$ cat src/rtl/display_page_arbiter_pkg.sv
// Shared types and constants for the two-page display arbiter.
package display_page_arbiter_pkg;

  localparam int unsigned DEFAULT_CLK_RATE_HZ = 50_000_000;
  localparam int unsigned TICK_CYCLES         = DEFAULT_CLK_RATE_HZ / 1000;
  localparam int unsigned DIGITS_W            = 24;
  localparam int unsigned MASK_W              = 6;

  typedef enum logic [1:0] {
    IDLE   = 2'd0,
    SHOW_0 = 2'd1,
    SHOW_1 = 2'd2,
    GAP    = 2'd3
  } state_e;

  // One page as presented to the display driver
  typedef struct packed {
    logic [DIGITS_W-1:0] digits;
    logic [MASK_W-1:0]   digit_en;
    logic [MASK_W-1:0]   dp_en;
  } page_t;

  // Clock cycles per millisecond for a given clock rate
  function automatic int unsigned tick_cycles(input int unsigned clk_rate_hz);
    return clk_rate_hz / 1000;
  endfunction

  // SHOW state for page k
  function automatic state_e show_state(input logic k);
    return k ? SHOW_1 : SHOW_0;
  endfunction

endpackage

$ cat src/rtl/display_page_arbiter_if.sv
// Requester pages in, selected page and grant out.
interface display_page_arbiter_if;
  import display_page_arbiter_pkg::*;

  logic                req_0;
  logic                req_1;
  logic [DIGITS_W-1:0] data_0;
  logic [DIGITS_W-1:0] data_1;
  logic [MASK_W-1:0]   digit_enable_mask_0;
  logic [MASK_W-1:0]   digit_enable_mask_1;
  logic [MASK_W-1:0]   decimal_point_enable_mask_0;
  logic [MASK_W-1:0]   decimal_point_enable_mask_1;
  logic [1:0]          grant;
  logic [DIGITS_W-1:0] data;
  logic [MASK_W-1:0]   digit_enable_mask;
  logic [MASK_W-1:0]   decimal_point_enable_mask;

  modport master (
    output req_0, req_1, data_0, data_1,
           digit_enable_mask_0, digit_enable_mask_1,
           decimal_point_enable_mask_0, decimal_point_enable_mask_1,
    input  grant, data, digit_enable_mask, decimal_point_enable_mask
  );

  modport slave (
    input  req_0, req_1, data_0, data_1,
           digit_enable_mask_0, digit_enable_mask_1,
           decimal_point_enable_mask_0, decimal_point_enable_mask_1,
    output grant, data, digit_enable_mask, decimal_point_enable_mask
  );

endinterface

$ cat src/rtl/ms_tick_generator.sv
// Millisecond prescaler: one-cycle tick every TICK_CYCLES_P cycles, restartable.
module ms_tick_generator
  import display_page_arbiter_pkg::*;
#(
  parameter int unsigned TICK_CYCLES_P = TICK_CYCLES
) (
  input  logic clk,
  input  logic reset,
  input  logic restart,
  output logic tick
);

  localparam int unsigned CW = (TICK_CYCLES_P > 1) ? $clog2(TICK_CYCLES_P) : 1;

  logic [CW-1:0] cnt_q;
  logic [CW-1:0] cnt_d;

  // Tick on the last cycle of each millisecond window
  assign tick = (cnt_q == CW'(TICK_CYCLES_P - 1));

  // Restart wins over wrap so a new state always sees a full first millisecond
  always_comb begin
    cnt_d = cnt_q + CW'(1);
    if (restart || tick) begin
      cnt_d = '0;
    end
  end

  // Cycle counter register
  always_ff @(posedge clk) begin
    if (reset) begin
      cnt_q <= '0;
    end else begin
      cnt_q <= cnt_d;
    end
  end

endmodule

$ cat src/rtl/display_page_arbiter.sv
// Two-page display arbiter: dwell-based rotation with a blanking gap between pages.
module display_page_arbiter
  import display_page_arbiter_pkg::*;
#(
  parameter int unsigned CLK_RATE_HZ = DEFAULT_CLK_RATE_HZ,
  parameter int unsigned DWELL_MS    = 2000,
  parameter int unsigned BLANK_MS    = 100
) (
  input  logic                  clk,
  input  logic                  reset,
  display_page_arbiter_if.slave bus
);

  localparam int unsigned TICKS  = tick_cycles(CLK_RATE_HZ);
  localparam int unsigned MS_MAX = (DWELL_MS > BLANK_MS) ? DWELL_MS : BLANK_MS;
  localparam int unsigned MS_W   = (MS_MAX > 1) ? $clog2(MS_MAX) : 1;

  localparam logic [MS_W-1:0] DWELL_LAST = MS_W'(DWELL_MS - 1);
  localparam logic [MS_W-1:0] BLANK_LAST = MS_W'(BLANK_MS - 1);

  state_e          state_q, state_d;
  logic            rr_q, rr_d;
  logic            target_q, target_d;
  logic [MS_W-1:0] ms_q, ms_d;
  page_t           out_q, out_d;
  logic [1:0]      grant_q, grant_d;

  logic [1:0]      req;
  page_t           page0, page1;
  logic            tick;
  logic            ms_done;
  logic            state_change;

  assign req   = {bus.req_1, bus.req_0};
  assign page0 = {bus.data_0, bus.digit_enable_mask_0, bus.decimal_point_enable_mask_0};
  assign page1 = {bus.data_1, bus.digit_enable_mask_1, bus.decimal_point_enable_mask_1};

  // Prescaler restarts on every state entry (and on reset)
  ms_tick_generator #(
    .TICK_CYCLES_P (TICKS)
  ) u_tick (
    .clk     (clk),
    .reset   (reset),
    .restart (reset | state_change),
    .tick    (tick)
  );

  // Last millisecond of the current state's period has just elapsed
  assign ms_done = tick && (ms_q == ((state_q == GAP) ? BLANK_LAST : DWELL_LAST));

  // Next state, tie pointer, gap target, ms count and next output image
  always_comb begin
    state_d  = state_q;
    rr_d     = rr_q;
    target_d = target_q;
    out_d    = '0;
    grant_d  = 2'b00;

    case (state_q)
      IDLE: begin
        if (req == 2'b11) begin
          state_d = show_state(rr_q);
        end else if (req[0]) begin
          state_d = SHOW_0;
        end else if (req[1]) begin
          state_d = SHOW_1;
        end
      end
      SHOW_0: begin
        // A drop takes precedence over a simultaneous dwell expiry
        if (!req[0] || (ms_done && req[1])) begin
          state_d  = GAP;
          target_d = 1'b1;
        end
      end
      SHOW_1: begin
        if (!req[1] || (ms_done && req[0])) begin
          state_d  = GAP;
          target_d = 1'b0;
        end
      end
      GAP: begin
        if (ms_done) begin
          if (req[target_q]) begin
            state_d = show_state(target_q);
          end else if (req[~target_q]) begin
            state_d = show_state(~target_q);
          end else begin
            state_d = IDLE;
          end
        end
      end
      default: state_d = IDLE;
    endcase

    state_change = (state_d != state_q);

    // Prefer the other page next time a tie is resolved
    if (state_change && (state_d == SHOW_0)) begin
      rr_d = 1'b1;
    end else if (state_change && (state_d == SHOW_1)) begin
      rr_d = 1'b0;
    end

    ms_d = ms_q;
    if (state_change) begin
      ms_d = '0;
    end else if (tick) begin
      ms_d = ms_done ? '0 : ms_q + MS_W'(1);
    end

    // Outputs follow the state being entered; only the granted page is ever loaded
    if (state_d == SHOW_0) begin
      out_d   = page0;
      grant_d = 2'b01;
    end else if (state_d == SHOW_1) begin
      out_d   = page1;
      grant_d = 2'b10;
    end
  end

  // State, pointer, counters and registered outputs
  always_ff @(posedge clk) begin
    if (reset) begin
      state_q  <= IDLE;
      rr_q     <= 1'b0;
      target_q <= 1'b0;
      ms_q     <= '0;
      out_q    <= '0;
      grant_q  <= 2'b00;
    end else begin
      state_q  <= state_d;
      rr_q     <= rr_d;
      target_q <= target_d;
      ms_q     <= ms_d;
      out_q    <= out_d;
      grant_q  <= grant_d;
    end
  end

  assign bus.grant                     = grant_q;
  assign bus.data                      = out_q.digits;
  assign bus.digit_enable_mask         = out_q.digit_en;
  assign bus.decimal_point_enable_mask = out_q.dp_en;

endmodule

$ cat src/flat_wrapper.sv
// flat-port wrapper written by rule: the top's interface ports become plain ports
module display_page_arbiter_flat import display_page_arbiter_pkg::*;
#(
  parameter int unsigned CLK_RATE_HZ = DEFAULT_CLK_RATE_HZ,
  parameter int unsigned DWELL_MS    = 2000,
  parameter int unsigned BLANK_MS    = 100
)
  (clk, reset, bus_req_0, bus_req_1, bus_data_0, bus_data_1, bus_digit_enable_mask_0, bus_digit_enable_mask_1, bus_decimal_point_enable_mask_0, bus_decimal_point_enable_mask_1, bus_grant, bus_data, bus_digit_enable_mask, bus_decimal_point_enable_mask);
  display_page_arbiter_if bus_i ();
  input  logic clk;
  input  logic reset;
  input wire logic [$bits(bus_i.req_0)-1:0] bus_req_0;
  input wire logic [$bits(bus_i.req_1)-1:0] bus_req_1;
  input wire logic [$bits(bus_i.data_0)-1:0] bus_data_0;
  input wire logic [$bits(bus_i.data_1)-1:0] bus_data_1;
  input wire logic [$bits(bus_i.digit_enable_mask_0)-1:0] bus_digit_enable_mask_0;
  input wire logic [$bits(bus_i.digit_enable_mask_1)-1:0] bus_digit_enable_mask_1;
  input wire logic [$bits(bus_i.decimal_point_enable_mask_0)-1:0] bus_decimal_point_enable_mask_0;
  input wire logic [$bits(bus_i.decimal_point_enable_mask_1)-1:0] bus_decimal_point_enable_mask_1;
  output wire logic [$bits(bus_i.grant)-1:0] bus_grant;
  output wire logic [$bits(bus_i.data)-1:0] bus_data;
  output wire logic [$bits(bus_i.digit_enable_mask)-1:0] bus_digit_enable_mask;
  output wire logic [$bits(bus_i.decimal_point_enable_mask)-1:0] bus_decimal_point_enable_mask;
  assign bus_i.req_0 = bus_req_0;
  assign bus_i.req_1 = bus_req_1;
  assign bus_i.data_0 = bus_data_0;
  assign bus_i.data_1 = bus_data_1;
  assign bus_i.digit_enable_mask_0 = bus_digit_enable_mask_0;
  assign bus_i.digit_enable_mask_1 = bus_digit_enable_mask_1;
  assign bus_i.decimal_point_enable_mask_0 = bus_decimal_point_enable_mask_0;
  assign bus_i.decimal_point_enable_mask_1 = bus_decimal_point_enable_mask_1;
  assign bus_grant = bus_i.grant;
  assign bus_data = bus_i.data;
  assign bus_digit_enable_mask = bus_i.digit_enable_mask;
  assign bus_decimal_point_enable_mask = bus_i.decimal_point_enable_mask;
  display_page_arbiter #(.CLK_RATE_HZ(CLK_RATE_HZ), .DWELL_MS(DWELL_MS), .BLANK_MS(BLANK_MS)) u_core (.clk(clk), .reset(reset), .bus(bus_i));
endmodule
$ cat config.mk
export PLATFORM = sky130hd
export DESIGN_NAME = display_page_arbiter_flat
export DESIGN_NICKNAME = d
export VERILOG_FILES = /design/src/rtl/display_page_arbiter_pkg.sv /design/src/rtl/display_page_arbiter_if.sv /design/src/rtl/ms_tick_generator.sv /design/src/rtl/display_page_arbiter.sv /design/src/flat_wrapper.sv
export SDC_FILE = /design/constraint.sdc
export NUM_CORES = 1
export LEC_CHECK = 0
export CAP_MARGIN = 20
export CORE_AREA = 2 2 86 88
export DETAILED_ROUTE_END_ITERATION = 8
export DIE_AREA = 0 0 88 90
export PLACE_DENSITY = 0.77
export SLEW_MARGIN = 25
export SYNTH_ARGS = -nofsm -noshare
export SYNTH_HDL_FRONTEND = slang
export SYNTH_SLANG_ARGS = --single-unit
$ cat constraint.sdc
create_clock -name clk -period 3.4 [get_ports clk]
set_clock_uncertainty 0.15 [all_clocks]
set_input_delay 0.68 -clock clk [delete_from_list [all_inputs] [get_ports clk]]
set_output_delay 0.68 -clock clk [all_outputs]
set_load 0.01 [all_outputs]
; ---- Yosys cells after proc, flatten, opt, wreduce, memory -nomap -nowiden
; Cells that the tools add are included.
[op_classes]
n_addsub = 2
mul = 0
div = 0
magnitude_cmp = 2
n_eq_ne = 11
n_shift = 0
mux = 27
bitwise = 2
reduce_logical = 17
[ops]
columns = operator, n
row1 = $mux W36, 2
row2 = $mux W2, 12
row3 = $mux W11, 2
row4 = $add A16 B1 Y16 const B, 1
row5 = $eq A16 B16 Y1 const B, 1
row6 = $add A11 B1 Y11 const B, 1
row7 = $eq A11 B11 Y1, 1
row8 = $mux W1, 9
row9 = $eq A2 B2 Y1 const B, 4
row10 = $pmux W2 S4, 1
row11 = $reduce_or A2 Y1, 3
row12 = $logic_and A1 B1 Y1, 5
row13 = $eq A2 B1 Y1 const B, 2
row14 = $lt A1 B2 Y1 const B, 2
row15 = $ne A2 B1 Y1 const B, 2
row16 = $reduce_bool A2 Y1, 2
row17 = $logic_or A1 B1 Y1, 3
row18 = $reduce_and A3 Y1, 1
row19 = $logic_not A1 Y1, 2
row20 = $logic_not A2 Y1, 1
row21 = $ne A2 B2 Y1, 1
row22 = $pmux W1 S2, 1
row23 = $not A1 Y1, 1
row24 = $or A1 B1 Y1, 1
[word_totals]
register_bits = 69
latchBits = 0
mem_bits_rw = 0
rom_bits = 0
inputBits = 76
output_inout_bits = 38
wordCells = 71
mem_count = 0

; ---- Longest topological paths before layout
; Gate-level depths: netlist (run 1).
[depth]
ltp_word = 12
mapped_depth = 11
ltp_nobuf = 9

; ---- Modules after synthesis
; Synthesis (run 1) repeated with hierarchy kept, for this count alone.
[hier_totals]
cells_unflattened = 376
area_unflattened_um2 = 3201.8
[by_module_without_submodules]
columns = module, n_inst, cells_per_inst, area_per_inst_um2, seq_area_each_um2
row1 = display_page_arbiter, 1, 296, 2481.1, 1061.0
row2 = ms_tick_generator, 1, 80, 720.7, 320.3

; ---- Least setup slack after synthesis (run 1)
; No wires, ideal clock.
[synth_path]
path_type = register to register
start = register u_core.state_q[0]
end = register u_core.ms_q[0]
setup_ns = 0.130
arrival_ns = 2.795
required_time_ns = 3.120
path_slack_ns = 0.325
path_stages_with_launch = 11
n_path_buf = 2
period_less_slack_ns = 3.075
path_cell_list = dfxtp_1 -> ha_1 -> or4b_4 -> a211oi_4 -> o211ai_4 -> and3_4 -> nor3_2 -> nand2b_1 -> buf_2 -> buf_4 -> nor3_1
[synth_via]
elab_chain_len = 10
elab_cells_between_ends = 21
classes_between = 5 x eq/ne / 9 x mux / 7 x reduce/logical
[synth_rtl]
columns = element, line
row1 = start: declaration, display_page_arbiter.sv:21  ; state_e state_q, state_d;
row2 = start signal: assignment, display_page_arbiter.sv:132  ; state_q <= state_d;
row3 = $eq A2 B2 Y1, "display_page_arbiter.sv:49, display_page_arbiter.sv:59"
row4 = $mux W11, display_page_arbiter.sv:49  ; assign ms_done = tick && (ms_q == ((state_q == GAP) ? BLANK_LAST : DWELL_LAST));
row5 = $eq A11 B11 Y1, display_page_arbiter.sv:49
row6 = $logic_and A1 B1 Y1, display_page_arbiter.sv:49
row7 = $logic_and A1 B1 Y1 (on tied branches), "display_page_arbiter.sv:77, display_page_arbiter.sv:71"
row8 = $logic_or A1 B1 Y1 (on tied branches), "display_page_arbiter.sv:77, display_page_arbiter.sv:71"
row9 = $mux W2 (on tied branches), "display_page_arbiter.sv:77, display_page_arbiter.sv:71"
row10 = $pmux W2 S4, display_page_arbiter.sv:59  ; case (state_q)
row11 = $ne A2 B2 Y1, display_page_arbiter.sv:96  ; state_change = (state_d != state_q);
row12 = $reduce_or A2 Y1 (no source line), --
row13 = end signal: assignment, display_page_arbiter.sv:135  ; ms_q <= ms_d;
row14 = end: declaration, display_page_arbiter.sv:24  ; logic [MS_W-1:0] ms_q, ms_d;
; Parallel ways exist; a longest one is shown, timed or not.
; A chain may end at the register's enable or synchronous reset.

; ---- Final worst setup path (run 1)
[layout_path]
start = register u_core.state_q[0]
end = register u_core.out_q (netlist bit u_core.bus.data[15])
[layout_via]
elab_chain_len = 11
elab_cells_between_ends = 22
classes_between = 6 x eq/ne / 10 x mux / 6 x reduce/logical
[layout_rtl]
columns = element, line
row1 = $eq A2 B2 Y1, "display_page_arbiter.sv:49, display_page_arbiter.sv:59"
row2 = $mux W11, display_page_arbiter.sv:49
row3 = $eq A11 B11 Y1, display_page_arbiter.sv:49
row4 = $logic_and A1 B1 Y1, display_page_arbiter.sv:49
row5 = $logic_and A1 B1 Y1 (on tied branches), "display_page_arbiter.sv:77, display_page_arbiter.sv:71"
row6 = $logic_or A1 B1 Y1 (on tied branches), "display_page_arbiter.sv:77, display_page_arbiter.sv:71"
row7 = $mux W2 (on tied branches), "display_page_arbiter.sv:77, display_page_arbiter.sv:71"
row8 = $pmux W2 S4 (*), display_page_arbiter.sv:59
row9 = $eq A2 B2 Y1, display_page_arbiter.sv:116  ; end else if (state_d == SHOW_1) begin
row10 = $mux W36, display_page_arbiter.sv:116
row11 = $mux W36 (*), display_page_arbiter.sv:113  ; if (state_d == SHOW_0) begin
row12 = end signal: assignment, display_page_arbiter.sv:136  ; out_q <= out_d;
row13 = end: declaration, display_page_arbiter.sv:25  ; page_t out_q, out_d;
; Mark *: on every way between the ends. The rest lies on a longest branch, timed or not.

==> run_results.csv, run 1 <==
group,metric,value,unit
yosys,post_synth.cell_area_avg,10.3,sq um
setup_path,end_kind,"flip-flop",
sta,holdWs,0.316,ns
grt,grt_max_degree,38,
clock_tree,cts_buffers,9,
sta,setup_viol,0,
placement,place_ws,0.319,ns
placement,hpwl,5.59,mm
detailed_routing,drcViolationCount,0,
power,powerDensity,791,nW/um^2
sta,post-route-min-period,3.08,ns
yosys,synth_cell_types,50,
hold_path,holdCritPathClass,"flip-flop to flip-flop",
layout,fillers,565,
grt,grt_pass1_vias,2600,
clock_tree,post_cts_buffers,0,
yosys,syn_nets,369,
layout,drive_above_1_share,0.0927,
floorplanning,initial_core_util,0.422,
run,max-cap-violations,0,
layout,nets,488,
yosys,yosysSeqAreaShare,0.466,
setup_path,cp.required,3.53,ns
floorplanning,fp-row-count,31,
yosys,synthFlopType,"dfxtp_1",
power,total_power,0.00352,W
floorplanning,die-area,7920,sq um
yosys,yosys-top-cells-area,"dfxtp_1 47%, a22o_1 11%, xnor2_1 4.4%",
placement,routabilityCongestion,0.845,
clock_tree,cts_root_buf,"clkbuf_8",
clock_tree,clkSlewWorstSetupHoldPaths,0.06,ns
sta,timing.fmax,325,MHz
floorplanning,die_w,88,um
detailed_routing,drtPass1Iterations,4,
placement,io_buffers,113,
power,leakage,1.59,nW
yosys,synth-seq-cells,69,
grt,grt_first_pass_wirelength,12.4,mm
detailed_routing,ant_nets,0,
sta,rsz0062_at_grt,"false",
detailed_routing,vias_per_cell,5.25,
detailed_routing,wl_per_cell,15.0,um
yosys,ys_async_sr_fraction,0,
clock_tree,cts_hold_buffers,0,
grt,grtUsageTotal,0.204,
grt,antenna_found_initial,0,
setup_path,crit_type,"flip-flop to flip-flop",
sta,fin_crit_sh,0.905,
setup_path,cp_max_fo,37,
floorplanning,dieHeight,90,um
clock_tree,clk_path_buf_depth,2,
yosys,synth.top_cell.area_share,0.466,
clock_tree,ctsResizeCount,0,
sta,finalSetupTns,0,ns
floorplanning,core_area,7020,sq um
run_status,status,"complete, no violations",
layout,n_antenna_cell,0,
setup_path,startpoint_type,"flip-flop",
clock_tree,cts.sinks,69,
sta,slew_viol_final,0,
sta,finalHoldViolCount,0,
clock_tree,clkLatencyLatePin,0.35,ns
yosys,synth_area,2960,sq um
detailed_routing,finalWirelength,7.64,mm
detailed_routing,vias,2673,
layout,layout_commonest_cell,"clkdlybuf4s50_1",
clock_tree,tritoncts,"done",
power,worst_ir_drop_vdd,0.464,mV
grt,overflow,0,
floorplanning,io_pins,114,
sta,worst_pin_slew,0.525,ns
sta,relSlewSlack,0.647,
clock_tree,htreeDepth,3,
yosys,netlist_instances,287,
setup_path,cp_data_arrival_time,3.21,ns
yosys,yosysWarningCount,0,
detailed_routing,drtIter0Drc,101,
layout,syn_to_final_growth,50.1,%
yosys,yosys.area.top_type,"dfxtp_1",
yosys,synth_edf_count,0,
sta,fin_ws,0.325,ns
layout,layout_common_cells,"113 x clkdlybuf4s50_1, 69 x dfxtp_1, 36 x a22o_1",
layout make-up:
cell class                      instances  area (sq um)  area share
Clock inverter                          3          68.8      0.0155
Multi-Input combinational cell        193          1460       0.327
Sequential cell                        69          1380       0.310
Clock buffer                           12           155      0.0349
Tap cell                               99           124      0.0278
Timing Repair Buffer                  122          1220       0.275
Inverter                               11          41.3     0.00928
worst paths after layout:
kind	slack (ns)	endpoint	from	cells after the start
setup / recovery	0.32	u_core.bus.data[15]$_SDFF_PP0_	u_core.state_q[0]$_SDFF_PP0_	9
hold reg to reg	0.32	u_core.u_tick.cnt_q[0]$_SDFF_PP0_	u_core.u_tick.cnt_q[0]$_SDFF_PP0_	1
hold / removal	0.32	u_core.u_tick.cnt_q[0]$_SDFF_PP0_	u_core.u_tick.cnt_q[0]$_SDFF_PP0_	1
setup reg to reg	0.32	u_core.bus.data[15]$_SDFF_PP0_	u_core.state_q[0]$_SDFF_PP0_	9
per-layer routing:
layer / vias to the layer above / wire length (um) / GRT usage
li1: 1321 / - / -
met1: 1226 / 2960 / 0.229
met2: 108 / 3750 / 0.326
met3: 18 / 737 / 0.0937
met4: 0 / 186 / 0.0897
met5: - / 0 / 0
worst max-delay path, cell delays in order (launching register included):
cell and delay, ns:
dfxtp_1 0.49, ha_1 0.21, or4b_4 0.47, a211oi_4 0.33
o211ai_4 0.20, and3_4 0.25, o21ai_4 0.24, nor3b_4 0.27
buf_12 0.22, a22o_1 0.16
flip-flops by register name (all words and copies together), names as in the netlist:
name                                  cells
u_core.bus.decimal_point_enable_mask      6
u_core.bus.data                          24
u_core.target_q                           1
u_core.bus.grant                          2
u_core.u_tick.cnt_q                      16
u_core.ms_q                              11
u_core.rr_q                               1
u_core.state_q                            2
u_core.bus.digit_enable_mask              6
Yosys cell counts (2+ instances only):
cell type	count
ha_1	6
buf_6	3
inv_1	8
xor2_1	8
nor3_1	11
nor3_2	2
o211ai_1	2
nand4_1	7
nor2_1	15
buf_4	4
and3_1	5
xnor2_1	15
nand3_1	11
nand2b_1	3
nor4_1	16
or4_1	2
inv_2	3
a31oi_1	2
dfxtp_1	69
nand2_1	10
a22o_1	36
nor4b_1	4
a21oi_1	8
o21a_1	2
o21ai_0	4
a211o_1	2
clkbuf_1	6
power breakdown:
part / internal, W / switching, W
combinational: 0.000829 / 0.000805
clock: 0.000451 / 0.000302
sequential: 0.00106 / 0.0000804
cells by family (layout without fill, tap and decap cells):
kind of cell,Yosys count,after routing,share of synthesized area
and+or+nand+nor,96,96,0.196
buffers and inverters,25,148,0.0447
AOI/OAI and AO/OA,67,67,0.197
muxes,1,1,0.00338
DFF,69,69,0.466
adders and majority gates,6,6,0.0253
xor gates and xnor gates,23,23,0.0680
metrics by stage:
step            util  area [sq um]  std cells
2_1_floorplan      -          2960        287
3_3_place_gp   0.602          4230        494
3_5_place_dp   0.602          4230        494
4_1_cts        0.634          4450        509
5_1_grt        0.634          4450        509
6_report       0.634          4450        509
No activity file was read; power rests on OpenSTA's default activity.
==> inputs of run 2 (changes only) <==
--- a/config.mk
+++ b/config.mk
@@ -6,10 +6,12 @@
 export NUM_CORES = 1
 export LEC_CHECK = 0
 export CAP_MARGIN = 20
-export CORE_AREA = 2 2 86 88
+export CORE_AREA = 2 2 85 87
+export CTS_BUF_LIST = sky130_fd_sc_hd__clkbuf_2 sky130_fd_sc_hd__clkbuf_4 sky130_fd_sc_hd__clkbuf_8
+export CTS_CLUSTER_DIAMETER = 30
 export DETAILED_ROUTE_END_ITERATION = 8
-export DIE_AREA = 0 0 88 90
-export PLACE_DENSITY = 0.77
+export DIE_AREA = 0 0 87 89
+export PLACE_DENSITY = 0.79
 export SLEW_MARGIN = 25
 export SYNTH_ARGS = -nofsm -noshare
 export SYNTH_HDL_FRONTEND = slang
==> constraint.sdc (replaced) <==
create_clock -name clk -period 3.15 [get_ports clk]
set_clock_uncertainty 0.15 [all_clocks]
set_input_delay 0.63 -clock clk [delete_from_list [all_inputs] [get_ports clk]]
set_output_delay 0.63 -clock clk [all_outputs]
set_load 0.01 [all_outputs]
==> run 2 against run 1 <==
Register-to-register slack got worse by 0.09 ns. Critical path depth did not move. First-iteration DRC count down 17%. Clock-buffer cell count shrank 3. Combinational power increased by 11%.
==> run_results.csv, run 2 (synthesized netlist as in run 1, its figures left out) <==
group,metric,value,unit
power,worst_ir_drop_vdd,0.414,mV
setup_path,cp.required,3.29,ns
setup_path,critPathMaxStageDelay,0.47,ns
floorplanning,die-area,7740,sq um
clock_tree,htreeDepth,3,
layout,nets,489,
grt,grt_pass1_vias,2619,
setup_path,path_buf_inv,1,
layout,multiInputGateArea,1460,sq um
clock_tree,clkLatencyLatePin,0.35,ns
layout,n_antenna_cell,0,
detailed_routing,drtPass1Iterations,4,
detailed_routing,wl_per_cell,16.1,um
sta,post-route-min-period,2.91,ns
layout,largest_reg_flops,24,
floorplanning,core_area,6720,sq um
setup_path,critical-path-top-delay-family,"simple AND/OR/NAND/NOR gates",
floorplanning,die_w,87,um
hold_path,holdCritPathClass,"flip-flop to flip-flop",
sta,relSlewSlack,0.654,
power,powerDensity,876,nW/um^2
floorplanning,dieHeight,89,um
run_status,status,"complete, no violations",
clock_tree,cts_buffers,9,
detailed_routing,finalWirelength,7.91,mm
grt,overflow,0,
floorplanning,initial_core_util,0.441,
grt,grtUsageTotal,0.206,
clock_tree,cts_root_buf,"clkbuf_8",
clock_tree,tritoncts,"done",
setup_path,slowest_stage,"or4b_4",
sta,rsz0062_at_grt,"false",
power,leakage,1.62,nW
clock_tree,cts_hold_buffers,0,
run,max-cap-violations,0,
placement,place_ws,0.226,ns
clock_tree,post_cts_buffers,0,
floorplanning,io_pins,114,
clock_tree,ctsResizeCount,0,
layout,drive_above_1_share,0.0995,
detailed_routing,drcViolationCount,0,
detailed_routing,drtIter0Drc,84,
sta,worst_pin_slew,0.514,ns
placement,io_buffers,113,
power,total_power,0.00391,W
sta,timing.fmax,343,MHz
setup_path,cp_data_arrival_time,3.05,ns
sta,finalSetupTns,0,ns
setup_path,end_kind,"flip-flop",
grt,antenna_found_initial,0,
layout,layout_common_cells,"113 x clkdlybuf4s50_1, 69 x dfxtp_1, 36 x a22o_1",
layout,utilization,0.665,
floorplanning,fp-row-count,30,
sta,holdWs,0.309,ns
setup_path,cp_max_fo,37,
sta,fin_ws,0.238,ns
sta,finalHoldViolCount,0,
placement,routabilityCongestion,0.875,
layout,layout_commonest_cell,"clkdlybuf4s50_1",
placement,hpwl,5.84,mm
layout,fillers,538,
layout,syn_to_final_growth,50.7,%
sta,setup_viol,0,
grt,grt_max_degree,38,
grt,grt_first_pass_wirelength,12.2,mm
layout,regArea,1380,sq um
sta,fin_crit_sh,0.924,
clock_tree,cts.sinks,69,
setup_path,path_cells,"ha_1, or4b_4, a211oi_4, o211ai_4, and3_4, o21ai_4, nor3b_4, buf_12, a22o_1",
setup_path,crit_type,"flip-flop to flip-flop",
detailed_routing,vias_per_cell,5.52,
clock_tree,clkSlewWorstSetupHoldPaths,0.08,ns
clock_tree,clk_path_buf_depth,2,
setup_path,startpoint_type,"flip-flop",
detailed_routing,vias,2717,
sta,slew_viol_final,0,
detailed_routing,ant_nets,0,
[run 2: path summary, 6_finish.rpt]
path / startpoint / to / slack [ns] / cells past startpoint
max: u_core.state_q[1]$_SDFF_PP0_ / u_core.bus.digit_enable_mask[2]$_SDFF_PP0_ / 0.24 / 9
min: u_core.u_tick.cnt_q[0]$_SDFF_PP0_ / u_core.u_tick.cnt_q[0]$_SDFF_PP0_ / 0.31 / 1
max reg2reg: u_core.state_q[1]$_SDFF_PP0_ / u_core.bus.digit_enable_mask[2]$_SDFF_PP0_ / 0.24 / 9
min reg2reg: u_core.u_tick.cnt_q[0]$_SDFF_PP0_ / u_core.u_tick.cnt_q[0]$_SDFF_PP0_ / 0.31 / 1
[run 2: report_power, final]
group,total [W],switching [W],internal (W)
combinational,0.00181,0.000886,0.000925
clock,0.000888,0.000357,0.000531
sequential,0.00121,0.0000743,0.00114
total,0.00391,0.00132,0.00259
[run 2: stage by stage]
step | cell area, sq um | std cells
2_1_floorplan | 2960 | 287
3_3_place_gp | 4220 | 476
3_5_place_dp | 4220 | 476
4_1_cts | 4470 | 492
5_1_grt | 4470 | 492
6_report | 4470 | 492
[run 2: routing by layer]
layer | GRT usage | wire [um] | vias up
li1 | - | - | 1327
met1 | 0.226 | 3080 | 1291
met2 | 0.361 | 4030 | 89
met3 | 0.0776 | 682 | 10
met4 | 0.0838 | 117 | 0
met5 | 0 | 0 | -
[run 2: layout make-up]
cell class / instances / area share
clock buffer: 9 / 0.0277
multi-input combinational: 193 / 0.326
sequential: 69 / 0.309
inverter: 11 / 0.00924
clock inverter: 7 / 0.0272
timing repair buffer: 123 / 0.278
tap: 80 / 0.0224
==> edit 1 (config.mk and constraints of run 1) <==
Put a register stage on the output `bus.digit_enable_mask`. The value now appears one clock later.
--- a/src/rtl/display_page_arbiter.sv
+++ b/src/rtl/display_page_arbiter.sv
@@ -141,5 +141,7 @@
   assign bus.grant                     = grant_q;
   assign bus.data                      = out_q.digits;
-  assign bus.digit_enable_mask         = out_q.digit_en;
+  always_ff @(posedge clk) begin
+    bus.digit_enable_mask <= out_q.digit_en;
+  end
   assign bus.decimal_point_enable_mask = out_q.dp_en;
 
Check against the original RTL: not equivalent (a bounded check fails within 4 cycles, from zero or initial values and one cycle with reset high).
==> edit 1 against run 1 <==
  * Sequential cell count rose by 6
  * Power decreased by 2.6%
  * Area after synthesis increased by 12%
  * Cell area grew 3.1%
  * Clock power is essentially flat
  * Routed wire length rose by 3.7%
  * Worst setup slack worse by 180 ps
  * Via count is 2.8% higher
  * Core utilization up 2.0 points
  * Critical endpoint is now u_core.bus.data[13]
  * Largest power group unchanged
==> edit 1: results (changes against run 1) <==
[timing]
setup-violations-final=0  ; unchanged
tightest_slew_ps=605  ; was 525 ps

[worst_setup_path]
critical_path.max_fanout=33  ; was 37
cp_slowest_stage_delay_ps=540  ; was 490 ps
worstPathArrival_ps=3330  ; was 3210 ps
cp_slowest_cell=or4_4  ; was dfxtp_1

[cells_and_area]
antenna_cells=0  ; unchanged
largest_reg_flops=24  ; unchanged
drive_gt1_share_pct=8.72  ; was 9.27%
final_nets=490  ; was 488

[placed_design]
gp_congestion=0.913  ; was 0.845
io_buffers=113  ; unchanged
dpl.hpwl_mm=5.79  ; was 5.59 mm

[grt]
antenna_found_initial=0  ; unchanged
grt_pass1_wl_mm=12.6  ; was 12.4 mm
grt_overflow=0  ; unchanged
grt_max_degree=38  ; unchanged
track_usage_pct=20.0  ; was 20.4%
grt_pass1_vias=2642  ; was 2600

[worst_hold_path]
hold_class=flop to flop  ; unchanged

[yosys]
syn-num-nets=403  ; was 369
synthMuxAreaShare_pct=0.605  ; was 0.338%
synth_commonest_cells=dfxtp_1 (75), a22o_1 (36), buf_4 (32)  ; was dfxtp_1 (69), a22o_1 (36), nor4_1 (16)
synth_compound_area_share_pct=17.0  ; was 19.7%
yosys_warnings=0  ; unchanged
synth_cell_types=51  ; was 50
synth_area_leaders=dfxtp_1 (45%), a22o_1 (9.5%), buf_4 (7.3%)  ; was dfxtp_1 (47%), a22o_1 (11%), xnor2_1 (4.4%)
synthAdderAreaFrac_pct=2.27  ; was 2.53%
yosysSeqAreaShare_pct=45.4  ; was 46.6%
synthArstFlopShare_pct=0  ; unchanged
synth_xor_area_share_pct=6.35  ; was 6.80%

[power]
ir_drop_v=0.000352  ; was 0.000464 V
p_leak_nw=1.66  ; was 1.59 nW
switching_power_mw=1.12  ; was 1.19 mW

[routing]
wl_mm=7.92  ; was 7.64 mm
num_vias=2747  ; was 2673
drt_pass1_iterations=4  ; unchanged
drt_iter0_markers=118  ; was 101

[clock_network]
cts-root-buf=clkbuf_8  ; unchanged
htreeDepth=3  ; unchanged
clk_pin_slew_ps=80  ; was 60 ps
clock_latency_ps=340
cts_max_path_buffers=2  ; unchanged
cts_made_buffers=9  ; unchanged

[run_status]
status=completed  ; unchanged

[edit 1: cell types whose count changed in the layout (fill, tap and decap cells not counted), sizes merged, moves of 4 or more]
cell	change
nor3	-11
dfxtp	+6
nor4b	+7
a2111oi	+4
xor2	+4
nor2	-4
a21oi	-4
[edit 1: stage by stage]
stage,cell area [um2],hold WS (ps),std cells,setup slack (ps)
final,4590,170,512,143
after global routing,4590,181,512,27.3
after CTS,4580,171,512,120
after detailed placement,4360,162,496,149
after global placement,4360,160,496,200
after floorplan,3310,160,321,212
[edit 1: logic make-up (layout without fill, tap and decap cells)]
logic type / after synthesis / in the layout
flip-flops: 75 / 75
buffers and inverters: 55 / 147
multiplexers: 2 / 2
AND/OR/NAND/NOR: 94 / 94
XOR/XNOR: 24 / 24
adder cells (fa/ha/maj): 6 / 6
AO/OA/AOI/OAI: 65 / 65
[edit 1: layer usage]
metal | wire length, um | vias to the layer above | GRT usage (%)
li1 | - | 1336 | -
met1 | 3400 | 1296 | 25.7
met2 | 3790 | 103 | 32.2
met3 | 582 | 12 | 5.42
met4 | 146 | 0 | 6.41
met5 | 0 | - | 0
[edit 1: worst paths after layout]
check | slack (ps) | cells past startpoint | startpoint | endpoint
worst min register to register | 170 | 0 | u_core.out_q[7] | u_core.bus.digit_enable_mask[1]
worst max-delay path | 140 | 8 | u_core.u_tick.cnt_q[13] | u_core.bus.data[13]
worst max register to register | 140 | 8 | u_core.u_tick.cnt_q[13] | u_core.bus.data[13]
worst min-delay path | 170 | 0 | u_core.out_q[7] | u_core.bus.digit_enable_mask[1]
[edit 1: critical path: cells and delay by family, from the launching register on]
kind	cells	cell delay, ps
AO/OA/AOI/OAI	4	1100
buffers and inverters	1	180
flip-flops	1	330
AND/OR/NAND/NOR	3	1380
[edit 1: power groups by stage]
stage,Combinational [mW],Clock (mW),Sequential (mW)
finish,1.48,0.749,1.20
global route,1.59,0.817,1.22
floorplan,0.954,0,1.22
detailed placement,1.49,0,1.22
CTS,1.49,0.762,1.20
global placement,1.45,0,1.22
[edit 1: area by class of cell]
| class | instances | area [um2] |
|---|---|---|
| Timing Repair Buffer | 123 | 1260 |
| Sequential cell | 75 | 1500 |
| Multi-Input combinational cell | 191 | 1460 |
| Clock inverter | 6 | 90.1 |
| Clock buffer | 10 | 128 |
| Fill cell | 557 | 2430 |
| Tap cell | 99 | 124 |
| Inverter | 8 | 30.0 |
[edit 1: what timing repair did]
action / 4_1_cts / 5_1_grt
setup endpoints to repair: 0 / 35
gates resized for setup: 0 / 3
hold endpoints to repair: 0 / 0
setup buffers: 0 / 0
==> edit 2 (config.mk and constraints of run 1) <==
Without the edit above. `DWELL_MS` is set to 2000 in 2 places; all go to 500.
--- a/src/rtl/display_page_arbiter.sv
+++ b/src/rtl/display_page_arbiter.sv
@@ -4,5 +4,5 @@
 #(
   parameter int unsigned CLK_RATE_HZ = DEFAULT_CLK_RATE_HZ,
-  parameter int unsigned DWELL_MS    = 2000,
+  parameter int unsigned DWELL_MS    = 500,
   parameter int unsigned BLANK_MS    = 100
 ) (
--- a/src/flat_wrapper.sv
+++ b/src/flat_wrapper.sv
@@ -3,5 +3,5 @@
 #(
   parameter int unsigned CLK_RATE_HZ = DEFAULT_CLK_RATE_HZ,
-  parameter int unsigned DWELL_MS    = 2000,
+  parameter int unsigned DWELL_MS    = 500,
   parameter int unsigned BLANK_MS    = 100
 )
Function: same outputs for any inputs over 10 cycles, from zero or initial values and one cycle with reset high; that may be too few to reach the edited logic, so the function may still have changed.
==> edit 2 against run 1 <==
  * Cell area down 3.6%
  * Clock power is 7.2% lower
  * Sequential cell count down 2
  * Power is 3.4% higher
  * Global-route usage is 0.64 points lower
  * Worst setup slack worse by 180 ps
  * Synthesized cell count is 7.0% lower
  * Core utilization is 2.3 points lower
  * Highest routed layer unchanged
  * Routed wire length decreased by 5.1%
  * Critical endpoint is now u_core.bus.data[0]
  * Area after synthesis shrank 8.4%
==> edit 2: results (changes against run 1) <==
[routing]
viasPerCell=5.07  ; was 5.25
wire_per_inst_um=14.6  ; was 15.0 um
drt_iter0_markers=203  ; was 101

[run_status]
status=completed  ; unchanged

[placed_design]
dpl.hpwl_mm=5.38  ; was 5.59 mm
gp_congestion=0.891  ; was 0.845
postPlaceCellArea_um2=4060  ; was 4230 um2

[cells_and_area]
final_nets=474  ; was 488
area_growth_pct=57.9  ; was 50.1%
drive_gt1_share_pct=10.3  ; was 9.27%

[worst_setup_path]
cp_slowest_stage_delay_ps=630  ; was 490 ps
cp_slowest_cell=or4_1  ; was dfxtp_1
critical_path.max_fanout=36  ; was 37

[yosys]
synth_xor_area_share_pct=7.74  ; was 6.80%
syn-num-nets=349  ; was 369
synth_cell_types=43  ; was 50
synthMuxAreaShare_pct=0.783  ; was 0.338%
synth_compound_area_share_pct=17.3  ; was 19.7%
synthAdderAreaFrac_pct=2.76  ; was 2.53%
yosysSeqAreaShare_pct=49.4  ; was 46.6%
synth_commonest_cells=dfxtp_1 (67), a22o_1 (35), nor4_1 (23)  ; was dfxtp_1 (69), a22o_1 (36), nor4_1 (16)

[clock_network]
clk_pin_slew_ps=80  ; was 60 ps

[grt]
grt_pass1_vias=2608  ; was 2600
grt_max_degree=37  ; was 38

[power]
p_leak_nw=1.60  ; was 1.59 nW

[timing]
relSlewSlack_pct=33.8  ; was 64.7%

## edit 2: cell count changes in the layout (fill, tap and decap cells not counted), moves of 4 or more
cell     before  now
buf_4         7   13
nor3_1       11    4
nor4_1       16   23
xor2_1        8   15
nand2_1      10   14
xnor2_1      15    9
a21oi_1       8    1
nor2_1       15   10
## edit 2: metal layers
| metal | part of all wire, % | wire, um | track usage [%] | vias to the layer above |
|---|---|---|---|---|
| met3 | 9.3 | 674 | 9.18 | 10 |
| met5 | 0 | 0 | 0 | - |
| met1 | 40 | 2930 | 22.7 | 1166 |
| met2 | 48 | 3500 | 31.1 | 88 |
| met4 | 2.0 | 144 | 8.59 | 0 |
| li1 | - | - | - | 1251 |
## edit 2: through the flow
step | utilization, % | std cells | TNS, ps | total power, mW | setup WS (ps)
2_1_floorplan | - | 267 | 0 | 1.99 | 86.9
3_3_place_gp | 57.8 | 477 | 0 | 2.90 | 156
3_5_place_dp | 57.8 | 477 | 0 | 2.92 | 94.3
4_1_cts | 60.8 | 493 | 0 | 3.63 | 51.6
5_1_grt | 61.1 | 496 | -17.3 | 3.86 | -17.3
6_report | 61.1 | 496 | 0 | 3.64 | 147
## edit 2: critical path, delay by kind of cell (launching register included)
family / cells / cell delay [ps]
AOI/OAI and AO/OA: 3 / 890
buffers and inverters: 2 / 420
DFF: 1 / 340
and+or+nand+nor: 3 / 1380
## edit 2: repair_timing
item                       4_1_cts  5_1_grt
setup buffers                    0        3
setup endpoints to repair        0       57
gates resized for setup          0        1
## edit 2: layout make-up
type | count | area, um2
clock buffers | 10 | 138
clock inverters | 6 | 72.6
fillers | 573 | 2730
inverters | 6 | 22.5
multi-input cells | 179 | 1300
flip-flops and latches | 67 | 1340
well taps | 99 | 124
repair buffers | 129 | 1290
## edit 2: path summary, 6_finish.rpt
kind / from / end / slack [ps] / depth (start not counted)
setup / recovery: u_core.u_tick.cnt_q[10] / u_core.bus.data[0] / 150 / 8
setup reg to reg: u_core.u_tick.cnt_q[10] / u_core.bus.data[0] / 150 / 8
hold / removal: u_core.target_q / u_core.target_q / 350 / 2
hold reg to reg: u_core.target_q / u_core.target_q / 350 / 2
## edit 2: logic make-up (layout without fill, tap and decap cells)
kind of cell / count (synthesis) / after routing
fa+ha+maj: 6 / 6
buf+inv: 21 / 151
flops: 67 / 67
xor+xnor: 24 / 24
simple gates: 92 / 92
mux: 2 / 2
compound gates: 55 / 55
## edit 2: where the power goes
part	leakage (nW)	switching, mW	internal, mW
Combinational	0.951	0.889	0.952
Clock	0.103	0.332	0.366
Sequential	0.547	0.0753	1.02
